==> config.mk <==
export PLATFORM = sky130hd
export DESIGN_NAME = psl_job_control
export DESIGN_NICKNAME = d
export VERILOG_FILES = /design/src/rtl/psl_job_control.sv
export SDC_FILE = /design/constraint.sdc
export NUM_CORES = 1
export LEC_CHECK = 0
export ABC_AREA = 1
export BUFFER_PORTS_ARGS = -buffer_cell sky130_fd_sc_hd__buf_2
export CORE_MARGIN = 2
export CORE_UTILIZATION = 24
export DETAILED_ROUTE_END_ITERATION = 8
export GPL_ROUTABILITY_DRIVEN = 0
export GPL_TIMING_DRIVEN = 1
export SETUP_SLACK_MARGIN = 0.3
export SYNTH_ARGS = -nofsm -noshare
export SYNTH_HDL_FRONTEND = slang
export SYNTH_SLANG_ARGS = --single-unit
==> constraint.sdc <==
create_clock -name ha_pclock -period 2.8 [get_ports ha_pclock]
set_input_delay 0.56 -clock ha_pclock [delete_from_list [all_inputs] [get_ports ha_pclock]]
set_output_delay 0.56 -clock ha_pclock [all_outputs]
set_load 0.005 [all_outputs]
==> src/rtl/psl_job_control.sv <==
// PSL job-control sequencer: decodes PSL job commands and parity, and drives
// the AFU core reset/start along with the PSL job status.
module psl_job_control #(
  parameter int unsigned RESET_CYCLES = 16,
  parameter int unsigned PARITY_EN    = 1
) (
  input  logic        ha_pclock,
  input  logic        rst,
  input  logic        ha_jval,
  input  logic [7:0]  ha_jcom,
  input  logic        ha_jcompar,
  input  logic [63:0] ha_jea,
  input  logic        ha_jeapar,
  input  logic        afu_done,
  input  logic [63:0] afu_error,
  output logic        afu_rst,
  output logic        afu_start,
  output logic [63:0] wed,
  output logic        ah_jrunning,
  output logic        ah_jdone,
  output logic        ah_jcack,
  output logic        ah_jyield,
  output logic        ah_tbreq,
  output logic        ah_paren,
  output logic [63:0] ah_jerror
);

  localparam int unsigned CNT_W = 8;
  localparam int unsigned ERR_W = 64;
  localparam logic [7:0]       CMD_RESET  = 8'h80;
  localparam logic [7:0]       CMD_START  = 8'h90;
  localparam logic [CNT_W-1:0] HOLD_LOAD  = CNT_W'(RESET_CYCLES - 1);
  localparam logic [ERR_W-1:0] ERR_PARITY = ERR_W'(1);
  localparam logic [ERR_W-1:0] ERR_SEQ    = ERR_W'(2);

  typedef enum logic [2:0] {
    ST_IDLE      = 3'd0,
    ST_RESETTING = 3'd1,
    ST_READY     = 3'd2,
    ST_RUNNING   = 3'd3,
    ST_HALTED    = 3'd4
  } state_t;

  state_t           state;
  logic [CNT_W-1:0] hold_cnt;

  logic             par_err_c;
  logic             is_reset_c;
  logic             is_start_c;
  logic             halt_c;
  logic [ERR_W-1:0] halt_err_c;

  assign ah_jcack  = 1'b0;
  assign ah_jyield = 1'b0;
  assign ah_tbreq  = 1'b0;
  assign ah_paren  = (PARITY_EN != 0);

  // Command decode; a parity error masks the command entirely.
  always_comb begin
    par_err_c  = 1'b0;
    is_reset_c = 1'b0;
    is_start_c = 1'b0;
    if (PARITY_EN != 0) begin
      par_err_c = ha_jval && (!(^{ha_jcom, ha_jcompar}) || !(^{ha_jea, ha_jeapar}));
    end
    is_reset_c = ha_jval && !par_err_c && (ha_jcom == CMD_RESET);
    is_start_c = ha_jval && !par_err_c && (ha_jcom == CMD_START);
  end

  // Halt causes in priority order: parity, out-of-sequence START, AFU completion.
  always_comb begin
    halt_c     = 1'b0;
    halt_err_c = '0;
    if (par_err_c) begin
      halt_c     = 1'b1;
      halt_err_c = ERR_PARITY;
    end else if (is_start_c && (state != ST_READY)) begin
      halt_c     = 1'b1;
      halt_err_c = ERR_SEQ;
    end else if (!is_reset_c && !is_start_c && (state == ST_RUNNING) && afu_done) begin
      halt_c     = 1'b1;
      halt_err_c = afu_error;
    end
  end

  always_ff @(posedge ha_pclock) begin
    if (rst) begin
      state       <= ST_IDLE;
      hold_cnt    <= '0;
      afu_rst     <= 1'b1;
      afu_start   <= 1'b0;
      wed         <= '0;
      ah_jrunning <= 1'b0;
      ah_jdone    <= 1'b0;
      ah_jerror   <= '0;
    end else begin
      afu_start <= 1'b0;
      ah_jdone  <= 1'b0;
      if (halt_c) begin
        state       <= ST_HALTED;
        afu_rst     <= 1'b1;
        ah_jrunning <= 1'b0;
        ah_jdone    <= 1'b1;
        ah_jerror   <= halt_err_c;
      end else if (is_reset_c) begin
        state       <= ST_RESETTING;
        hold_cnt    <= HOLD_LOAD;
        afu_rst     <= 1'b1;
        ah_jrunning <= 1'b0;
        ah_jerror   <= '0;
      end else if (is_start_c) begin
        // Only reachable in READY; other states were turned into a halt above.
        state       <= ST_RUNNING;
        wed         <= ha_jea;
        afu_start   <= 1'b1;
        ah_jrunning <= 1'b1;
      end else begin
        case (state)
          ST_RESETTING: begin
            if (hold_cnt == '0) begin
              state    <= ST_READY;
              afu_rst  <= 1'b0;
              ah_jdone <= 1'b1;
            end else begin
              hold_cnt <= hold_cnt - CNT_W'(1);
            end
          end
          default: begin
          end
        endcase
      end
    end
  end

endmodule

==> out/results.tsv, run 1 <==
stage	metric	value	unit
yosys	ys.warnings.count	0	
routing	drcViolationCount	0	
routing	wl_met3	1260	um
global_route	grt_pass1_wl	37400	um
final_layout	final_util	37.1	%
floorplan	die_x	183	um
yosys	synth_area_leaders	dfxtp_1 (37%), nand2_1 (31%), inv_1 (7.8%), nor2_1 (7.7%), a21oi_1 (4.6%)	
floorplan	ios	278	
timing	hold_viol_final	0	
setup_path	arrival	2.92	ns
setup_path	end_kind	flop	
clock_network	hold_buffers	0	
routing	vias_per_cell	4.20	
power	vdd_drop_max	432	uV
clock_network	clockBufferDepth	2	
run_status	status	complete, no violations	
clock_network	clock-sinks	143	
min_path	worstHoldStart	ha_jea[23]	
yosys	avgSynthCellArea	5.97	um2
yosys	yosysTopAreaCellShare	37.2	%
yosys	yosysMostFrequentCell	nand2_1	
clock_network	numCtsBuffers	17	
clock_network	clkTransAtPathRegs	0.07	ns
yosys	synth_xor_area_share	2.96	%
clock_network	htreeDepth	4	
timing	fmax	392	MHz
floorplan	fp.dieH	183	um
routing	first_pass_iters	5	
final_layout	n_fill_cell	3314	
final_layout	seq_area	0.00286	mm2
timing	grt_setup_unrepaired	true	
final_layout	multiInputGateArea	0.00468	mm2
timing	tns	0	ns
setup_path	r2r-end	hold_cnt[2]	
setup_path	cp_max_fo	21	
timing	slew_headroom	49.1	%
routing	dr.max_layer_used	met4	
global_route	grt_pass1_vias	7556	
yosys	synth-simple-area-share	42.2	%
clock_network	clk_latency	0.45	ns
setup_path	regToRegSetupSlack	1.12	ns
yosys	synth_adder_area_share	0.325	%
clock_network	cts_tree	yes	
setup_path	required	3.17	ns
min_path	hold_path.class	in -> reg	
global_route	antenna_found_initial	0	
yosys	async_flop_share	0	%
yosys	synth_edf_count	0	
setup_path	start_kind	input port	
floorplan	initial_core_util	24.4	%
final_layout	drive_gt1_share	40.2	%
routing	dr_total_vias	8471	
routing	wl_met1	11000	um
setup_path	r2r_cells	9	
timing	period_minus_slack	2.55	ns
final_layout	fin_cells	2015	
yosys	synth_cell_types	34	
timing	fin_crit_sh	91.1	%
placement	dp.cells	1962	
timing	setup_viol	0	
global_route	track_usage	14.1	%
final_layout	fin_nets	1743	
floorplan	fp-row-count	65	
global_route	grt_overflow	0	
routing	drt_iter0_markers	365	
timing	final_max_slew_viol_count	0	
floorplan	die-area	0.0335	mm2
global_route	grt_max_degree	68	
timing	fin_hold_ws	0.326	ns
yosys	synth_common_cells	nand2_1 (628), inv_1 (160), nor2_1 (158)	
routing	ant_nets	0	
yosys	ys_seq_area_share	37.2	%
yosys	synth_top_family_by_area	simple AND/OR/NAND/NOR gates	
yosys	syn_area	0.00769	mm2
setup_path	path_class	in -> reg	
clock_network	cts-root-buf	clkbuf_16	
setup_path	reg2reg_from	hold_cnt[2]	
final_layout	area_growth	52.1	%
min_path	hold_depth	3	
floorplan	core_area	0.0316	mm2
yosys	synthMuxAreaShare	0	%
flow_run	maxCapViolCount	0	
routing	wl_met2	12800	um
routing	wire_per_inst	12.6	um
power	leakagePower	6.22	nW
yosys	synth_ff_type	dfxtp_1	
yosys	synth_compound_area_share	4.80	%
yosys	synth_top_area_cell	dfxtp_1	
placement	io_buffers	273	
timing	fin_worst_skew	0.0149	ns
placement	post-dp-hpwl	17300	um
timing	tightest_slew	0.763	ns
routing	drt-total-wl	25500	um
yosys	post_synth_inst_count	1288	
power	power.density	469	mW/mm2
yosys	ys_ff_latch	143	
power	total_power	5.49	mW
min_path	min_to	wed[23]	
==> per-layer routing <==
layer,global-route usage [%],vias to the layer above
met5,0,-
met4,5.06,0
met3,3.47,30
met2,23.9,197
met1,17.3,3814
li1,-,4430
==> registers in the layout, indices dropped and copies added (netlist names) <==
name and flops:
state 3, ah_jrunning 1, ah_jdone 1, hold_cnt 8, afu_start 1, afu_rst 1, ah_jerror 64, wed 64
==> logic make-up after synthesis <==
| group | Yosys count |
|---|---|
| flops | 143 |
| compound gates | 73 |
| simple gates | 831 |
| fa+ha+maj | 2 |
| other cells | 2 |
| xor+xnor | 26 |
| buf+inv | 211 |
==> cells in the final DEF (no fill, tap or decap), types with 10 or more instances in the layout <==
cell type / instances
a21oi_1: 66
buf_2: 230
buf_4: 56
buf_6: 25
clkbuf_16: 22
dfxtp_1: 143
inv_1: 112
inv_2: 37
inv_4: 13
nand2_1: 457
nand2_2: 153
nand2_4: 20
nand3_1: 13
nor2_1: 133
nor2_2: 23
xor2_1: 10
==> through the flow <==
stage	cell area, um2	setup slack [ns]
floorplan	7740	0.121
global placement	9680	-0.269
detailed placement	9680	-0.309
CTS	10500	0.314
global route	11700	0.0741
finish	11700	0.250
==> worst max-delay path, stage by stage <==
cell,delay [ns]
buf_6,0.10
inv_2,0.05
nand2_2,0.06
nand2_4,0.11
inv_4,0.06
nand2_2,0.06
nand2_2,0.06
nand2_2,0.07
nand2_2,0.08
nand2_2,0.09
nand2_4,0.07
nand2_2,0.07
nand2_2,0.06
inv_2,0.05
nand2_2,0.06
nand3_4,0.09
nand3_4,0.09
nor2_4,0.14
o21ai_4,0.09
nand2_4,0.11
nand4_4,0.17
buf_12,0.20
buf_12,0.15
nand2_1,0.07
nand2_1,0.06
nor2_1,0.12
==> final cells by class <==
type / count / share of cell area (%)
diodes: 1 / 0.0214
clock buffers: 17 / 3.64
clock inverters: 15 / 1.44
inverters: 162 / 5.48
multi-input cells: 936 / 40.0
flip-flops and latches: 143 / 24.5
well taps: 402 / 4.30
repair buffers: 339 / 20.6
==> power breakdown <==
| part | switching (mW) | total, mW | internal [mW] |
|---|---|---|---|
| registers | 0.00339 | 2.04 | 2.04 |
| clock network | 1.12 | 2.33 | 1.20 |
| logic | 0.640 | 1.12 | 0.477 |
==> how the worst max path moves through the flow <==
stage                     startpoint          end  depth (start not counted)
final                     ha_jea[23]      wed[29]                         26
after global routing      ha_jea[35]      wed[29]                         26
after CTS                 ha_jea[40]      wed[10]                         26
after detailed placement  ha_jea[24]      wed[56]                         26
after global placement    ha_jea[24]  hold_cnt[0]                         26
after floorplan           ha_jea[62]      wed[10]                         22
==> repair_timing <==
action / CTS / global route
pin swaps: 11 / 145
buffers inserted: 7 / 4
cloned: 3 / 6
gates resized for setup: 33 / 359
endpoints found under the setup margin: 105 / 143
Power figures use the tool's default switching activity.
==> run 2: changes to the inputs <==
==> constraint.sdc (replaced) <==
create_clock -name ha_pclock -period 2.3 [get_ports ha_pclock]
set_input_delay 0.46 -clock ha_pclock [delete_from_list [all_inputs] [get_ports ha_pclock]]
set_output_delay 0.46 -clock ha_pclock [all_outputs]
set_load 0.005 [all_outputs]
==> out/results.tsv, run 2 (same netlist as run 1, synthesis figures left out) <==
stage	metric	value	unit	change
routing	ant_nets	0		unchanged
clock_network	hold_buffers	0		unchanged
timing	hold_viol_final	0		unchanged
setup_path	path_class	in -> reg		unchanged
final_layout	fin_cells	2030		was 2015
timing	grt_setup_unrepaired	true		unchanged
timing	period_minus_slack	2.51	ns	
global_route	grt_pass1_wl	38700	um	was 37400 um
floorplan	die-area	0.0335	mm2	unchanged
timing	setup_viol	142		was 0
placement	io_buffers	273		unchanged
routing	dr_total_vias	8580		was 8471
final_layout	mostFrequentLayoutCell	nand2_1		unchanged
final_layout	area_growth	52.3	%	was 52.1%
power	vdd_drop_max	503	uV	was 432 uV
setup_path	start_kind	input port		unchanged
final_layout	most-common-layout-cells	nand2_1 (495), buf_2 (236), dfxtp_1 (143)		was nand2_1 (457), buf_2 (230), nand2_2 (153)
run_status	status	finished with violations		was complete, no violations
final_layout	drive_gt1_share	38.0	%	was 40.2%
floorplan	die_x	183	um	unchanged
routing	drt_iter0_markers	362		was 365
final_layout	reg.largest.list	ah_jerror x64, wed x64, hold_cnt x8		unchanged
clock_network	clkTransAtPathRegs	0.07	ns	about the same
placement	post-dp-hpwl	17900	um	was 17300 um
clock_network	clockBufferDepth	2		unchanged
min_path	worstHoldStart	ha_jea[61]		was ha_jea[23]
timing	fmax	399	MHz	
run_status	violations	setup timing		
setup_path	cp_max_fo	8		was 21
global_route	grtUsageMet2	24.5	%	was 23.9%
setup_path	critPathLaunch	ha_jea[62]		was ha_jea[23]
routing	drt-total-wl	26400	um	was 25500 um
timing	tightest_slew	0.581	ns	was 0.763 ns
power	power.density	573	mW/mm2	was 469 mW/mm2
final_layout	fin_nets	1759		was 1743
floorplan	ios	278		unchanged
min_path	hold_path.class	in -> reg		unchanged
routing	vias_per_cell	4.23		was 4.20
global_route	grtUsageMet1	18.4	%	was 17.3%
global_route	track_usage	14.6	%	was 14.1%
flow_run	maxCapViolCount	0		unchanged
global_route	antenna_found_initial	2		was 0
routing	drcViolationCount	0		unchanged
global_route	grt_max_degree	63		was 68
clock_network	clock-sinks	143		unchanged
routing	first_pass_iters	5		unchanged
clock_network	numCtsBuffers	17		unchanged
timing	fin_worst_skew	0.0262	ns	was 0.0149 ns
clock_network	cts-root-buf	clkbuf_16		unchanged
floorplan	core_area	0.0316	mm2	unchanged
timing	final_max_slew_viol_count	0		unchanged
routing	wire_per_inst	13.0	um	was 12.6 um
global_route	use_met3	3.00	%	was 3.47%
timing	slew_headroom	61.2	%	was 49.1%
power	leakagePower	6.27	nW	was 6.22 nW
timing	fin_ws	-0.209	ns	was 0.250 ns
placement	dp.cells	1964		was 1962
setup_path	end_kind	flop		unchanged
timing	fin_crit_sh	109	%	
setup_path	required	2.59	ns	was 3.17 ns
global_route	grt.busiest_layer	met2		unchanged
placement	dp_slack	-0.734	ns	was -0.309 ns
global_route	grt_overflow	0		unchanged
clock_network	htreeDepth	4		unchanged
clock_network	clk_latency	0.44	ns	was 0.45 ns
floorplan	initial_core_util	24.4	%	unchanged
setup_path	reg2reg_from	hold_cnt[2]		unchanged
setup_path	arrival	2.80	ns	was 2.92 ns
floorplan	fp-row-count	65		unchanged
clock_network	cts_tree	yes		unchanged
global_route	grt_pass1_vias	7593		was 7556
floorplan	fp.dieH	183	um	unchanged
[run 2: cell count changes in the layout (fill, tap and decap cells not counted), sizes merged]
cell	before	now
buf	330	348
bufinv	0	2
clkinv	3	2
clkinvlp	2	3
bufbuf	1	0
inv	172	168
[run 2: report_power, final]
| group | leakage (nW) | internal, mW | switching, mW |
|---|---|---|---|
| sequential | 1.15 | 2.48 | 0.00384 |
| combinational | 4.84 | 0.582 | 0.754 |
| clock | 0.282 | 1.65 | 1.24 |
[run 2: timing repair]
action	4_1_cts	5_1_grt
gates resized for setup	223	121
pin swaps	74	79
endpoints found under the setup margin	143	143
setup buffers	16	6
cloned	5	7
[run 2: layout make-up]
class                   count  area (um2)
multi-input cells         936        4530
well taps                 402         503
flip-flops and latches    143        2860
clock inverters            13         151
inverters                 162         628
fillers                  3340       19800
diodes                      1        2.50
clock buffers              18         439
repair buffers            355        2600
[run 2: per-stage QoR]
step | total power, mW | util [%] | TNS [ns] | area [um2] | hold WS (ns)
floorplan | 3.14 | - | -35.53 | 7740 | 0.445
global route | 7.02 | 37.1 | -40.43 | 11700 | 0.255
detailed placement | 3.49 | 30.6 | -86.94 | 9660 | 0.449
CTS | 6.58 | 35.3 | -4.81 | 11100 | 0.229
finish | 6.71 | 37.1 | -18.21 | 11700 | 0.256
global placement | 3.47 | 30.6 | -82.46 | 9660 | 0.445
[run 2: metal layers]
metal / vias up / wire length (um)
met4: 2 / 645
met3: 40 / 1210
met2: 193 / 12800
met1: 3876 / 11700
li1: 4469 / -
met5: - / 8
[run 2: final timing paths]
kind | slack [ns] | cells past startpoint | to
hold reg to reg | 0.45 | 2 | ah_jerror[48]
setup reg to reg | 0.59 | 9 | hold_cnt[7]
setup / recovery | -0.21 | 25 | ah_jerror[39]
hold / removal | 0.26 | 3 | wed[61]
[run 2: critical path, cell delays in order]
cell and delay, ns:
buf_8 0.10, or2_1 0.24, nand2_1 0.08, nand2_2 0.06, nand2_1 0.07, nand2_2 0.06
nand2_4 0.08, nand2_2 0.06, nand2_2 0.07, nand2_2 0.06, nand2_2 0.08, nand2_1 0.07
nand3_2 0.09, nand2_1 0.07, nor2_2 0.12, nand4_1 0.14, nand2_2 0.13, inv_4 0.05
buf_4 0.14, nand2_4 0.08, nor2_8 0.05, buf_12 0.15, clkbuf_16 0.16, nand2_1 0.06
a21oi_1 0.06
==> run 3: changes to the inputs <==
--- a/config.mk
+++ b/config.mk
@@ -12,6 +12,8 @@
 export DETAILED_ROUTE_END_ITERATION = 8
 export GPL_ROUTABILITY_DRIVEN = 0
 export GPL_TIMING_DRIVEN = 1
+export PLACE_DENSITY_LB_ADDON = 0.12
+export REMOVE_ABC_BUFFERS = 1
 export SETUP_SLACK_MARGIN = 0.3
 export SYNTH_ARGS = -nofsm -noshare
 export SYNTH_HDL_FRONTEND = slang
==> out/results.tsv, run 3 (same netlist as run 1, synthesis figures left out) <==
stage	metric	value	unit	change
run_status	status	finished with violations		unchanged
run_status	violations	setup timing		unchanged
global_route	grt_pass1_wl	39100	um	was 38700 um
global_route	grt_overflow	0		unchanged
final_layout	mostFrequentLayoutCell	nand2_1		unchanged
floorplan	die-area	0.0335	mm2	unchanged
final_layout	stdcell_area	0.0124	mm2	was 0.0117 mm2
power	leakagePower	6.55	nW	was 6.27 nW
placement	io_buffers	273		unchanged
final_layout	multiInputGateArea	0.00495	mm2	was 0.00453 mm2
setup_path	required	2.68	ns	was 2.59 ns
timing	fin_worst_skew	0.00600	ns	was 0.0262 ns
clock_network	clkTransAtPathRegs	0.07	ns	about the same
floorplan	initial_core_util	24.4	%	unchanged
setup_path	end_kind	flop		unchanged
routing	ant_nets	0		unchanged
final_layout	most-common-layout-cells	nand2_1 (445), buf_2 (243), nand2_2 (160)		was nand2_1 (495), buf_2 (236), dfxtp_1 (143)
timing	final_max_slew_viol_count	0		unchanged
global_route	track_usage	14.9	%	was 14.6%
power	seq_power_share	36.1	%	was 37.1%
timing	setup_viol	125		was 142
setup_path	critPathLaunch	ha_jea[61]		was ha_jea[62]
power	p_int	4.80	mW	was 4.71 mW
setup_path	cp_max_fo	6		was 8
power	pwr-share-clk	42.4	%	was 43.0%
floorplan	fp-row-count	65		unchanged
clock_network	cts-root-buf	clkbuf_16		unchanged
timing	fin_hold_ws	0.247	ns	was 0.256 ns
final_layout	fin_nets	1775		was 1759
setup_path	start_kind	input port		unchanged
setup_path	r2r-end	hold_cnt[3]		was hold_cnt[7]
min_path	hold_path.class	in -> reg		unchanged
flow_run	maxCapViolCount	0		unchanged
final_layout	n_fill_cell	3375		was 3340
routing	drt-total-wl	27600	um	was 26400 um
clock_network	htreeDepth	4		unchanged
power	total_power	6.89	mW	was 6.71 mW
clock_network	numCtsBuffers	17		unchanged
setup_path	critPathCapture	ah_jerror[9]		was ah_jerror[39]
final_layout	seq_area	0.00286	mm2	unchanged
power	power.density	555	mW/mm2	was 573 mW/mm2
clock_network	cts_tree	yes		unchanged
timing	period_minus_slack	2.44	ns	was 2.51 ns
routing	drt_iter0_markers	388		was 362
placement	post-dp-hpwl	18000	um	was 17900 um
power	combPwrFrac	21.5	%	was 19.9%
timing	tns	-6.69	ns	was -18.21 ns
setup_path	critPathSlowestCell	or2_4		was or2_1
timing	grt_setup_unrepaired	true		unchanged
floorplan	die_x	183	um	unchanged
floorplan	core_area	0.0316	mm2	unchanged
clock_network	clock-sinks	143		unchanged
routing	vias_per_cell	4.16		was 4.23
power	switching_share	30.4	%	was 29.8%
placement	dp.cells	1971		was 1964
placement	dp_slack	-0.605	ns	was -0.734 ns
timing	fin_crit_sh	106	%	was 109%
final_layout	fin_cells	2050		was 2030
setup_path	arrival	2.81	ns	was 2.80 ns
final_layout	final_util	39.4	%	was 37.1%
setup_path	path_class	in -> reg		unchanged
clock_network	clockBufferDepth	2		unchanged
setup_path	reg2reg_from	hold_cnt[2]		unchanged
routing	wire_per_inst	13.4	um	was 13.0 um
timing	fmax	411	MHz	was 399 MHz
global_route	grt_max_degree	75		was 63
setup_path	cpMostUsedCell	nand2_2		unchanged
setup_path	r2r_cells	9		unchanged
floorplan	fp.dieH	183	um	unchanged
final_layout	area_growth	61.6	%	was 52.3%
setup_path	regToRegSetupSlack	0.60	ns	was 0.59 ns
global_route	antenna_found_initial	4		was 2
final_layout	drive_gt1_share	44.0	%	was 38.0%
power	switchingPower	2.10	mW	was 2.00 mW
timing	fin_ws	-0.136	ns	was -0.209 ns
final_layout	reg.largest.list	ah_jerror x64, wed x64, hold_cnt x8		unchanged
global_route	grt_pass1_vias	7661		was 7593
clock_network	clk_latency	0.45	ns	was 0.44 ns
placement	place_area	0.00977	mm2	was 0.00966 mm2
routing	drcViolationCount	0		unchanged
clock_network	hold_buffers	0		unchanged
setup_path	cpPeakStageDelay	0.25	ns	was 0.24 ns
routing	first_pass_iters	4		was 5
power	vdd_drop_max	477	uV	was 503 uV
timing	hold_viol_final	0		unchanged
routing	dr_total_vias	8527		was 8580
floorplan	ios	278		unchanged
setup_path	crit_chain	buf_8, or2_4, nand2_2, nand2_2, nand2_1, nand2_1, nand2_2, nand2_2, nand2_2, nand2_1, nand2_2, nand2_2, nand3_2, nand3_2, nor2_4, o21ai_4, nand2_4, nand2_4, nor2_8, buf_6, buf_6, buf_12, nand2_4, a21oi_2		
==> run 3: power by group through the flow <==
| stage | clock network (mW) | registers (mW) | logic (mW) |
|---|---|---|---|
| 2_1_floorplan | 0 | 2.55 | 0.487 |
| 3_3_place_gp | 0 | 2.54 | 0.938 |
| 3_5_place_dp | 0 | 2.54 | 0.941 |
| 4_1_cts | 3.01 | 2.49 | 1.16 |
| 5_1_grt | 3.10 | 2.49 | 1.62 |
| 6_report | 2.93 | 2.49 | 1.48 |
==> run 3: area by class of cell <==
class | instances | share of cell area (%)
Antenna cell | 4 | 0.0805
Sequential cell | 143 | 23.0
Clock inverter | 13 | 1.21
Tap cell | 402 | 4.05
Inverter | 162 | 4.99
Multi-Input combinational cell | 936 | 39.8
Clock buffer | 19 | 3.56
Timing Repair Buffer | 371 | 23.3
==> run 3: what timing repair did <==
item,in CTS,in global routing
setup endpoints to repair,143,143
cloned,5,20
resized for setup,100,343
pin swaps,25,138
buffers inserted,11,7
==> run 3: worst min-delay path by stage <==
stage | from | end | slack (ns) | depth (start not counted)
floorplan | hold_cnt[6] | hold_cnt[6] | 0.44 | 2
global placement | ah_jerror[58] | ah_jerror[58] | 0.44 | 2
detailed placement | ah_jerror[22] | ah_jerror[22] | 0.45 | 2
CTS | afu_error[17] | ah_jerror[17] | 0.23 | 3
global route | afu_error[49] | ah_jerror[49] | 0.24 | 3
finish | afu_error[17] | ah_jerror[17] | 0.25 | 3
==> run 3: routing by layer <==
layer | global-route usage (%) | vias up | wire (um)
met5 | 0 | - | 0
met4 | 5.95 | 0 | 487
met3 | 3.93 | 27 | 1260
met2 | 24.4 | 143 | 12900
met1 | 18.8 | 3840 | 12900
li1 | - | 4517 | -
==> run 3: worst max-delay path, delay by kind of cell <==
kind                   cells  cell delay, ns
buffers and inverters      4            0.48
and+or+nand+nor           18            1.66
AOI/OAI and AO/OA          2            0.21
